--- src/rtl/sprite_draw_datapath.sv ---
// Sprite draw datapath: tracks the sprite position from the movement FSM
// state code and scans the sprite rectangle out as a stream of pixel
// writes (x, y, colour, plot) for CLEAR and DRAW passes.
//
// STATE code | meaning
// -----------+-----------------------------------------------------------
// 0100       | PREHOLD - idle, no movement, no pass
// 0000       | HOLD    - idle, no movement, no pass
// 0001       | CLEAR   - scan the sprite rectangle in BG_COLOUR
// 0011       | LEFT    - on entry, posX -= STEP (floor 0)
// 0010       | RIGHT   - on entry, posX += STEP (ceiling SCREEN_W-SPRITE_W)
// 0110       | DOWN    - on entry, posY += STEP (ceiling SCREEN_H-SPRITE_H)
// 0111       | UP      - on entry, posY -= STEP (floor 0)
// 0101       | DRAW    - scan the sprite rectangle in SPRITE_COLOUR
// others     | treated as idle, like HOLD
//
// The state code comes from an external movement FSM. An "entry cycle" is
// any cycle in which STATE differs from the copy registered on the
// previous edge; moves and pass starts only ever happen on entry cycles.
module sprite_draw_datapath #(
   parameter int         SPRITE_W      = 8,
   parameter int         SPRITE_H      = 8,
   parameter int         SCREEN_W      = 160,
   parameter int         SCREEN_H      = 120,
   parameter int         STEP          = 4,
   parameter int         START_X       = 76,
   parameter int         START_Y       = 56,
   parameter logic [2:0] SPRITE_COLOUR = 3'b110,
   parameter logic [2:0] BG_COLOUR     = 3'b000
) (
   input  logic       clk,
   input  logic       reset_n,
   input  logic [3:0] STATE,
   output logic       doneDrawing,
   output logic [7:0] x,
   output logic [6:0] y,
   output logic [2:0] colour,
   output logic       plot
);

   typedef enum logic [3:0] {
      ST_HOLD    = 4'b0000,
      ST_CLEAR   = 4'b0001,
      ST_RIGHT   = 4'b0010,
      ST_LEFT    = 4'b0011,
      ST_PREHOLD = 4'b0100,
      ST_DRAW    = 4'b0101,
      ST_DOWN    = 4'b0110,
      ST_UP      = 4'b0111
   } state_code_t;

   localparam logic [7:0] START_X_L = 8'(START_X);
   localparam logic [6:0] START_Y_L = 7'(START_Y);
   localparam logic [8:0] MAX_X     = 9'(SCREEN_W - SPRITE_W);
   localparam logic [7:0] MAX_Y     = 8'(SCREEN_H - SPRITE_H);
   localparam logic [8:0] STEP_X    = 9'(STEP);
   localparam logic [7:0] STEP_Y    = 8'(STEP);
   localparam logic [4:0] CX_LAST   = 5'(SPRITE_W - 1);
   localparam logic [4:0] CY_LAST   = 5'(SPRITE_H - 1);

   logic [3:0] last_state;
   logic [7:0] pos_x;
   logic [6:0] pos_y;
   logic [7:0] next_pos_x;
   logic [6:0] next_pos_y;
   logic [4:0] cx;
   logic [4:0] cy;
   logic       busy;
   logic       done;

   logic       entry;
   logic       pass_state;
   logic       last_px;
   logic [2:0] pix_colour;

   logic [8:0] sum_x;
   logic [8:0] diff_x;
   logic [7:0] sum_y;
   logic [7:0] diff_y;
   logic [7:0] left_x;
   logic [7:0] right_x;
   logic [6:0] up_y;
   logic [6:0] down_y;

   // Decode the incoming state code relative to the registered copy.
   always_comb begin
      entry      = (STATE != last_state);
      pass_state = (STATE == ST_CLEAR) || (STATE == ST_DRAW);
      last_px    = (cx == CX_LAST) && (cy == CY_LAST);
      pix_colour = (STATE == ST_DRAW) ? SPRITE_COLOUR : BG_COLOUR;
   end

   // Saturating step arithmetic; one extra bit catches borrow/overflow.
   always_comb begin
      sum_x   = {1'b0, pos_x} + STEP_X;
      diff_x  = {1'b0, pos_x} - STEP_X;
      sum_y   = {1'b0, pos_y} + STEP_Y;
      diff_y  = {1'b0, pos_y} - STEP_Y;
      left_x  = diff_x[8] ? 8'd0 : diff_x[7:0];
      right_x = (sum_x > MAX_X) ? MAX_X[7:0] : sum_x[7:0];
      up_y    = diff_y[7] ? 7'd0 : diff_y[6:0];
      down_y  = (sum_y > MAX_Y) ? MAX_Y[6:0] : sum_y[6:0];
   end

   // Select the new position; only a movement-state entry cycle moves.
   always_comb begin
      next_pos_x = pos_x;
      next_pos_y = pos_y;
      if (entry) begin
         case (STATE)
            ST_LEFT:  next_pos_x = left_x;
            ST_RIGHT: next_pos_x = right_x;
            ST_UP:    next_pos_y = up_y;
            ST_DOWN:  next_pos_y = down_y;
            default:  ;
         endcase
      end
   end

   // Register the state code copy and the sprite position.
   always_ff @(posedge clk or negedge reset_n) begin
      if (!reset_n) begin
         last_state <= ST_HOLD;
         pos_x      <= START_X_L;
         pos_y      <= START_Y_L;
      end else begin
         last_state <= STATE;
         pos_x      <= next_pos_x;
         pos_y      <= next_pos_y;
      end
   end

   // Pass control and pixel scan. Any entry cycle ends whatever pass was
   // running (and drops a stale done); entering CLEAR/DRAW starts a new one.
   always_ff @(posedge clk or negedge reset_n) begin
      if (!reset_n) begin
         cx     <= '0;
         cy     <= '0;
         busy   <= 1'b0;
         done   <= 1'b0;
         plot   <= 1'b0;
         x      <= '0;
         y      <= '0;
         colour <= '0;
      end else if (entry) begin
         cx   <= '0;
         cy   <= '0;
         busy <= pass_state;
         done <= 1'b0;
         plot <= 1'b0;
      end else if (busy) begin
         x      <= pos_x + {3'b000, cx};
         y      <= pos_y + {2'b00, cy};
         colour <= pix_colour;
         plot   <= 1'b1;
         if (last_px) begin
            cx   <= '0;
            cy   <= '0;
            busy <= 1'b0;
            done <= 1'b1;
         end else if (cx == CX_LAST) begin
            cx <= '0;
            cy <= cy + 5'd1;
         end else begin
            cx <= cx + 5'd1;
         end
      end else begin
         plot <= 1'b0;
      end
   end

   // Done is masked on entry cycles so it never leaks into the next pass.
   assign doneDrawing = done && !entry;

endmodule

--- config.mk ---
export PLATFORM = sky130hd
export DESIGN_NAME = sprite_draw_datapath
export DESIGN_NICKNAME = d
export VERILOG_FILES = /design/src/rtl/sprite_draw_datapath.sv
export SDC_FILE = /design/constraint.sdc
export NUM_CORES = 1
export LEC_CHECK = 0
export CAP_MARGIN = 20
export CORE_MARGIN = 5
export CORE_UTILIZATION = 40
export DETAILED_ROUTE_END_ITERATION = 8
export GPL_TIMING_DRIVEN = 0
export HOLD_SLACK_MARGIN = 0.02
export SLEW_MARGIN = 20
export SYNTH_ARGS = -nofsm -noshare
export SYNTH_HDL_FRONTEND = slang
export SYNTH_SLANG_ARGS = --single-unit
--- constraint.sdc ---
create_clock -name clk -period 2.14 [get_ports clk]
set_input_delay 0.642 -clock clk [delete_from_list [all_inputs] [get_ports clk]]
set_output_delay 0.642 -clock clk [all_outputs]
set_load 0.1 [all_outputs]
After elaboration in Yosys (flattened, before gate mapping)
Cells that the tools add are included.
{ "totals": {"word_cells": 68, "in_bits": 6, "regBits": 50} }
{ "op_classes": {"n_lt_le_gt_ge": 2, "bitwise": 1, "n_addsub": 8, "eq_ne": 9, "reduce_logical": 14, "mux": 23} }
{ "ops": {"columns": ["op", "n"], "rows": [
  ["$mux W5", 8],
  ["$mux W8", 2],
  ["$pmux W8 S2", 1],
  ["$mux W7", 2],
  ["$pmux W7 S2", 1],
  ["$eq A4 B3 Y1 const B", 3],
  ["$add A5 B1 Y5 const B", 2],
  ["$eq A5 B3 Y1 const B", 2],
  ["$reduce_and A2 Y1", 5],
  ["$add A8 B3 Y9 const B", 1],
  ["$gt A9 B8 Y1 const B", 1],
  ["$sub A8 B3 Y9 const B", 1],
  ["$add A7 B3 Y8 const B", 1],
  ["$add A8 B5 Y8", 1],
  ["$eq A4 B2 Y1 const B", 2],
  ["$gt A8 B7 Y1 const B", 1],
  ["$mux W1", 8],
  ["$reduce_bool A2 Y1", 4],
  ["$sub A7 B3 Y8 const B", 1],
  ["$add A7 B5 Y7", 1],
  ["$eq A4 B1 Y1 const B", 1],
  ["$ne A4 B4 Y1", 1],
  ["$mux W3", 1],
  ["$reduce_bool A3 Y1", 1],
  ["4 further kinds", 5]
]} }

Longest topological paths before layout
Gate-level depths: netlist (run 1).
{ "logic_depth": {"word_depth": 5, "ltp_mapped": 8, "mapped_depth_nobuf": 7} }

Worst setup path before layout (run 1)
No wires, ideal clock.
{ "synth_path": {"kind": "input-to-output", "startpoint": "in STATE[0]", "endpoint": "out doneDrawing", "t_arrival_ps": 2632, "t_required_ps": 1498, "stages": 5, "slack_ps": -1134, "cell_sequence": "buf_6 xnor2_4 nand4_4 clkbuf_1 nor2_1"} }
{ "synth_via": {"elab_chain_len": 3} }
{ "synth_lines": {"columns": ["element", "line_no", "source"], "rows": [
  ["start: declaration", "33", "input logic [3:0] STATE,"],
  ["$ne A4 B4 Y1", "87", "entry = (STATE != last_state);"],
  ["$logic_not A1 Y1", "173", "assign doneDrawing = done && !entry;"],
  ["$logic_and A1 B1 Y1", "173", null],
  ["end: declaration", "34", "output logic doneDrawing,"]
]} }
Every way passes these cells.

Worst setup path in the final report (run 1)
Same ends and word-level chain as after synthesis.

==> flow_results.org, run 1 <==
** Worst setup path
- STA classifies the critical path startpoint as a primary input.
- CP Class :: primary input to primary output
- CP max FO :: 3
- STA puts the critical path data required time at 1.50 ns.
- Critical path capture point type :: primary output
- STA puts the critical path data arrival time at 1.55 ns.

** Power and ir drop
- Internal power of the cells :: 1820 µW
- Power spread over the standard cell area amounts to 1010 nW/µm².
- Across the VDD grid, the largest voltage drop is 0.329 mV.
- Combinational cells account for 50.6% of the total power.
- Net Sw Frac :: 45.2%
- Summed over all cells, the static leakage comes to 0.00143 µW.
- The clock network burns 15.7% of the power.
- Summed over all nets, the switching power comes to 1500 µW.
- Register share of total power :: 33.7%

** Final layout
- The area growth from synthesis to layout is 20.9%.
- At the end of the flow, the number of nets in the layout was 341.
- Final antenna diode count :: 0
- Cells fill 49.1% of the core in the end.
- Counting the fill cells in the layout gives 648.
- The multi-input combinational cells in the finished layout cover a total of 1550 µm².
- In the final layout, the share of cells above drive strength 1 is 26.0%.
- The sequential cells in the finished layout cover a total of 1110 µm².
- Post-route non-filler standard cell count :: 403

** CTS
- Root buffer selected by CTS :: clkbuf_8
- Counting the buffers created by CTS gives 5.
- TritonCTS built the clock tree.
- Number of hold buffers added after CTS :: 0
- After clock tree synthesis, the clock-pin slew on the worst setup and hold paths is 0.09 ns.
- H-tree depth reported by CTS :: 2
- Clock latency on the worst-skew pair, taken at its later pin, is 0.30 ns.
- The clock drives 44 sinks.
- No sink is reached through more buffers than the 2 on the longest clock path.

** Yosys
- Among all flip-flop cells after synthesis, the most frequent one is dfrtp_1.
- Avg Synthesized Cell Area :: 9.71 µm²
- Syn_nets :: 300
- Counting flops with a built-in enable in the synthesized netlist gives 0.
- Most frequent cells after synthesis :: 38 x dfrtp_1, 29 x nand2_1, 21 x nor2_1
- Seq/Total Area, Yosys :: 40.6%
- After synthesis, the cell types taking the most area are dfrtp_1 35%, ha_1 6.0%, dfstp_2 5.8%, nand2_1 4.0%, mux2_4 3.3%.
- Most instantiated library cell after synthesis :: dfrtp_1
- Number of warnings reported in the yosys synthesis log :: 0
- The mapped netlist covers 2730 µm².
- Count of cell types in the netlist :: 61
- Share of flip-flops with an asynchronous set or reset :: 100%
- Largest area contributor in the netlist :: dfrtp_1
- Of the post-synthesis cell area, the dominant cell type holds 34.9%.
- Synthesis produced 281 cells.
- FF+latch count, synth :: 44

** Place
- At the end of routability-driven placement, the weighted congestion stood at 0.861.
- Counting tap cells, the placed design contains a total of 386 instances.
- The wire-length estimate of the detail-placed layout is 4200 µm.
- Port buffering added 24 buffers.
- Before CTS, the worst setup slack after placement is -1.72 ns.

** STA
- Worst slack on hold paths :: 0.287 ns
- Derived from the worst setup path, the maximum achievable clock frequency is 456 MHz.
- Minimum clock period after layout :: 2.20 ns
- The total count of hold-check failures in the final report is 0.
- For the pin with the worst max-slew slack, the measured transition is 0.946 ns.
- Post-route fraction of the period consumed by the critical path :: 103%
- On the final layout, the worst clock skew is 0.00727 ns.
- RSZ-0062 raised after global routing :: yes
- Setup slack on the critical path of the routed design comes to -0.0553 ns.
- Setup violations remaining at the end of the flow were counted as 1.
- Pins over their slew limit :: 0
- Slew headroom :: 37.2%

** Floorplanning
- Starting utilization of the core area :: 40.6%
- In this run the horizontal extent of the chip is 92.6 µm.
- Floorplan die area :: 8570 µm²
- Std cell rows :: 30
- The die is 92.6 µm tall.
- The floorplan step defined a core boundary enclosing 6720 µm².
- For this design the top-level I/O count stands at 26.

** Run status
- The final reports fail on setup timing.
- Result of the run :: finished, violations left

** Flow run
- Across the run, the number of max-cap violations was 0.

** Drt
- After the first detailed-routing iteration, the DRC count stood at 60.
- Vias per inst :: 5.41
- The first TritonRoute pass finished after 4 iterations.
- For this block, the routed nets add up to 5990 µm of wire.
- In this run the remaining antenna-violating nets after routing total 0.
- For this block, the via count after detailed routing is 2180.
- DRC viols :: 0
- Dividing the detail-routed wire length by the instance count gives 14.9 µm.

** Global routing
- The number of global-route vias before repair came to 2097.
- Remaining global-route overflow :: 0
- For this run, the total global-route usage over all layers was measured as 14.7%.
- Entering global routing, the biggest net connects 26 pins.
- The number of antenna violations at the first check in global routing came to 0.
- The first global-routing pass estimated 10200 µm of wire.

** Hold path
- Worst hold path class :: primary input to async pin
==> registers in the layout (all words and copies together) (netlist names) <==
| signal | flops |
|---|---|
| x | 8 |
| y | 7 |
| pos_x | 6 |
| cx | 5 |
| cy | 5 |
| pos_y | 5 |
| last_state | 4 |
| busy | 1 |
| colour | 1 |
| done | 1 |
| plot | 1 |
==> worst paths after layout <==
kind,start,endpoint,slack [ns],cells past startpoint
worst max-delay path,STATE[0],doneDrawing,-0.06,6
worst min-delay path,reset_n,pos_x[7]$_DFFE_PN0P_,0.29,1
worst max register to register,pos_x[3]$_DFFE_PN1P_,pos_x[3]$_DFFE_PN1P_,0.12,7
worst min register to register,x[4]$_DFFE_PN0P_,x[4]$_DFFE_PN0P_,0.48,2
max in group asynchronous,reset_n,pos_y[4]$_DFFE_PN1P_,1.27,2
min in group clk,STATE[0],last_state[0]$_DFF_PN0_,0.46,1
==> timing repair <==
action                     4_1_cts  5_1_grt
resized for setup               70       24
buffers inserted                 9        1
pin swaps                        6        6
setup endpoints to repair       40       10
==> layout by cell type (no fill, tap or decap), types with 7 or more instances in the layout <==
cell             count
clkdlybuf4s15_2     10
clkbuf_1             7
ha_1                12
inv_1               11
xnor2_1              7
dfrtp_1             38
buf_4               13
o21ai_0              7
nor2_1              20
a21oi_1             17
clkbuf_2             7
nand2_1             29
nor3_1              11
==> worst max-delay path, stage by stage <==
cell	delay, ns
buf_6	0.10
buf_12	0.12
xnor2_4	0.17
nand4_4	0.18
nor2_4	0.16
buf_12	0.18
==> cell type report <==
class	count	share of cell area (%)
multi-input combinational	210	46.9
sequential	44	33.6
timing repair buffer	35	9.45
buffer	15	3.22
tap	80	3.03
clock buffer	6	2.20
inverter	11	1.25
clock inverter	2	0.379
==> power groups by stage <==
| stage | logic, µW | registers, µW | clock network, µW |
|---|---|---|---|
| floorplan | 889 | 1490 | 0 |
| global placement | 1560 | 1160 | 0 |
| detailed placement | 1570 | 1170 | 0 |
| CTS | 1650 | 1120 | 544 |
| global route | 1830 | 1140 | 583 |
| finish | 1680 | 1120 | 520 |
==> layer usage <==
layer | global-route usage, % | wire (µm) | vias to the layer above | share of wire, %
li1 | - | - | 1085 | -
met1 | 19.3 | 2780 | 1042 | 46
met2 | 24.2 | 2900 | 45 | 48
met3 | 2.76 | 214 | 8 | 3.6
met4 | 5.20 | 93 | 0 | 1.6
met5 | 0 | 0 | - | 0
==> through the flow <==
| step | total power [µW] | setup TNS [ns] | instance area, µm² |
|---|---|---|---|
| after floorplan | 2380 | -0.292 | 2750 |
| after global placement | 2730 | -47.71 | 3090 |
| after detailed placement | 2740 | -12.90 | 3110 |
| after CTS | 3310 | -0.226 | 3310 |
| after global routing | 3550 | -0.0744 | 3300 |
| final | 3320 | -0.0553 | 3300 |
==> cells by family after synthesis <==
family	count (synthesis)	synth area share, %
muxes	7	3.67
xor gates and xnor gates	17	6.42
AOI/OAI and AO/OA	69	17.2
DFF	44	40.6
adders and majority gates	14	6.33
other	1	0.137
and+or+nand+nor	102	20.4
buffers and inverters	27	5.23
Note: power is estimated with default switching activity, not from simulation.
==> run 2: changes to the inputs <==
==> constraint.sdc (replaced) <==
create_clock -name clk -period 2.14 [get_ports clk]
set_input_delay 0.642 -clock clk [delete_from_list [all_inputs] [get_ports clk]]
set_output_delay 0.642 -clock clk [all_outputs]
set_load 0.05 [all_outputs]
==> run 2 against run 1 <==
Net effect:
- the run now ends clean
- sequential power about the same
- clock-buffer cell count unchanged
- setup slack gained 0.057 ns
- largest cell class unchanged
- largest power group unchanged
==> flow_results.org, run 2 (synthesis results as in run 1) <==
** Run status
- Result of the run: complete, no violations (was finished, violations left).

** Worst setup path
- The largest incremental delay on the critical path is 0.18 ns (about the same).
- CP Class :: primary input to primary output (unchanged)
- Crit path required time :: 1.50 ns (about the same)
- CP max FO :: 3 (unchanged)
- The capturing element type of the critical path was a primary output (unchanged).
- Cell-by-cell trace of the critical path: buf_6, buf_12, xnor2_4, nand4_4, nor2_4, buf_8 (was buf_6, buf_12, xnor2_4, nand4_4, nor2_4, buf_12).
- CP top delay family :: buffers and inverters (unchanged)
- Nature of the critical path startpoint :: primary input (unchanged)
- Worst path slowest cell :: nand4_4 (unchanged)
- The arrival time reported for the critical path endpoint was 1.50 ns (was 1.55 ns).
- Worst Path Buf+Inv :: 3 (unchanged)

** Final layout
- The area overhead of the layout relative to synthesis came to 21.0% (was 20.9%).
- The cell area after layout came to 3300 µm² (about the same).
- Highest-count cells in the layout ignoring fill and taps: 38 x dfrtp_1, 29 x nand2_1, 20 x nor2_1 (unchanged).
- Registers with the most flip-flops: x: 8 flops, y: 7 flops, pos_x: 6 flops (unchanged).
- Register ranked first by flip-flop count :: x (unchanged)
- The most common cell after layout, fill and taps aside is dfrtp_1 (unchanged).
- The number of nets in the layout came to 341 (unchanged).
- The number of flip-flops under the largest register name came to 8 (unchanged).
- The number of fillers in the final layout is 654 (was 648).
- The filler-free cell count of the finished design was 403 (unchanged).
- Fraction of layout cells with a size suffix above 1 :: 20.7% (was 26.0%)
- The number of diodes added for antenna fixing is 0 (unchanged).

** Drt
- The remaining antenna violation count came to 0 (unchanged).
- The total length of routed wires is 5940 µm (was 5990 µm).
- DRT iter0 DRCs :: 60 (unchanged)
- Vias per inst :: 5.43 (was 5.41)
- The via count came to 2190 (was 2180).
- DRC viols :: 0 (unchanged)
- The detailed-routing iteration count for the pre-antenna-repair pass came to 4 (unchanged).
- Wire length per cell :: 14.7 µm (was 14.9 µm)

** Flow run
- The count of max-cap constraint violations came to 0 (unchanged).

** CTS
- Clock Latency Late Sink :: 0.30 ns (about the same)
- The clock tree from TritonCTS is done (unchanged).
- Root buffer selected by CTS :: clkbuf_8 (unchanged)
- The clock edge transition at the registers on the reported setup and hold paths came to 0.09 ns (about the same).
- Number of sinks driven by the clock tree :: 44 (unchanged)
- The H-tree level count is 2 (unchanged).
- The maximum count of clock buffers along a single path came to 2 (unchanged).
- The total CTS buffers was 5 (unchanged).

** STA
- Minimum clock period after layout :: 2.14 ns (was 2.20 ns)
- The total count of hold-check failures in the final report was 0 (unchanged).
- Final Setup Violations :: 0 (was 1)
- The timing-limited maximum frequency was 468 MHz (was 456 MHz).
- Pins over their slew limit :: 0 (unchanged)
- The transition time at the pin with the least slew margin was 0.516 ns (was 0.946 ns).
- Final Skew :: 0.00451 ns (was 0.00727 ns)
- Sum of negative setup slack :: 0 ns (was -0.0553 ns)
- The post-route clock period utilization came to 99.9% (was 103%).
- RSZ-0062 raised after global routing :: yes (unchanged)
- The worst slew slack as a fraction of its limit came to 65.6% (was 37.2%).
- Worst slack on hold paths :: 0.291 ns (was 0.287 ns)

** Floorplanning
- The die width was 92.6 µm (unchanged).
- Floorplan die area :: 8570 µm² (unchanged)
- Std cell rows :: 30 (unchanged)
- Starting utilization of the core area :: 40.6% (unchanged)
- Core area :: 6720 µm² (unchanged)
- Chip height :: 92.6 µm (unchanged)
- I/O pin count :: 26 (unchanged)

** Hold path
- The worst min-delay path class was primary input to async pin (unchanged).

** Power and ir drop
- The clock share of power came to 16.7% (was 15.7%).
- The leakage dissipation is 0.00157 µW (was 0.00143 µW).
- The net load switching power is 1290 µW (was 1500 µW).
- The worst IR drop on VDD was 0.326 mV (was 0.329 mV).
- Internal power of the cells :: 1830 µW (was 1820 µW)
- Net Sw Frac :: 41.3% (was 45.2%)
- Fraction of power consumed by combinational cells :: 47.6% (was 50.6%)
- Total Power :: 3120 µW (was 3320 µW)
- Register share of total power :: 35.7% (was 33.7%)
- The power density of the placed cells is 944 nW/µm² (was 1010 nW/µm²).

** Global routing
- The first-pass GRT wire length came to 10100 µm (was 10200 µm).
- Antenna violations before repair :: 0 (unchanged)
- Via count of the first global-routing pass :: 2085 (was 2097)
- The total global routing track utilization was 14.7% (about the same).
- The overflow left after global routing is 0 (unchanged).
- Pin count of the biggest net entering global routing :: 26 (unchanged)

** Place
- The area of placed instances is 3110 µm² (unchanged).
- The count of port buffers added during placement was 24 (unchanged).
- HPWL after detailed placement :: 4200 µm (unchanged)
- The number of placed instances with taps included is 386 (unchanged).
- The final weighted congestion in routability-driven placement came to 0.861 (unchanged).
[run 2: cell types whose count changed in the layout (fill, tap and decap cells not counted), sizes merged]
cell | before | now
clkbuf | 21 | 13
clkdlybuf4s15 | 11 | 0
buf | 24 | 25
clkdlybuf4s50 | 0 | 4
dlygate4sd2 | 0 | 6
dlymetal6s2s | 0 | 8
[run 2: through the flow]
step / setup WS, ns / utilization [%]
2_1_floorplan: -0.0830 / -
3_3_place_gp: -1.40 / 46.1
3_5_place_dp: -1.39 / 46.3
4_1_cts: -0.0900 / 48.6
5_1_grt: -0.0130 / 49.1
6_report: 0.00192 / 49.1
[run 2: path summary, 6_finish.rpt]
check | startpoint | to | slack, ns | cells past startpoint
max reg2reg | pos_x[3]$_DFFE_PN1P_ | pos_x[3]$_DFFE_PN1P_ | 0.13 | 7
min in group clk | STATE[0] | last_state[0]$_DFF_PN0_ | 0.45 | 1
max in group asynchronous | reset_n | pos_y[4]$_DFFE_PN1P_ | 1.26 | 2
min reg2reg | x[4]$_DFFE_PN0P_ | x[4]$_DFFE_PN0P_ | 0.48 | 2
min | reset_n | pos_x[7]$_DFFE_PN0P_ | 0.29 | 1
max | STATE[0] | doneDrawing | 0.002 | 6
[run 2: power by group through the flow]
stage	clock, µW	sequential (µW)	combinational (µW)
6_report	520	1110	1480
5_1_grt	583	1140	1640
4_1_cts	544	1120	1450
3_5_place_dp	0	1170	1370
3_3_place_gp	0	1160	1360
2_1_floorplan	0	1300	881
[run 2: area by class of cell]
class                   instances  area [µm²]  area share [%]
clock buffers                   6        72.6            2.20
inverters                      11        41.3            1.25
plain buffers                  15         106            3.22
repair buffers                 35         337            10.2
clock inverters                 2        12.5           0.379
multi-input cells             210        1520            46.1
flip-flops and latches         44        1110            33.6
well taps                      80         100            3.03
[run 2: timing repair]
item	CTS	global route
buffers inserted	9	1
endpoints found under the setup margin	28	10
resized for setup	36	12
pin swaps	6	3
hold buffers	0	0
gates cloned	0	0
[run 2: metal layers]
layer / up-vias / global-route usage, % / wire [µm]
li1: 1091 / - / -
met1: 1044 / 19.4 / 2750
met2: 46 / 23.9 / 2890
met3: 9 / 2.76 / 210
met4: 0 / 5.20 / 99
met5: - / 0 / 0
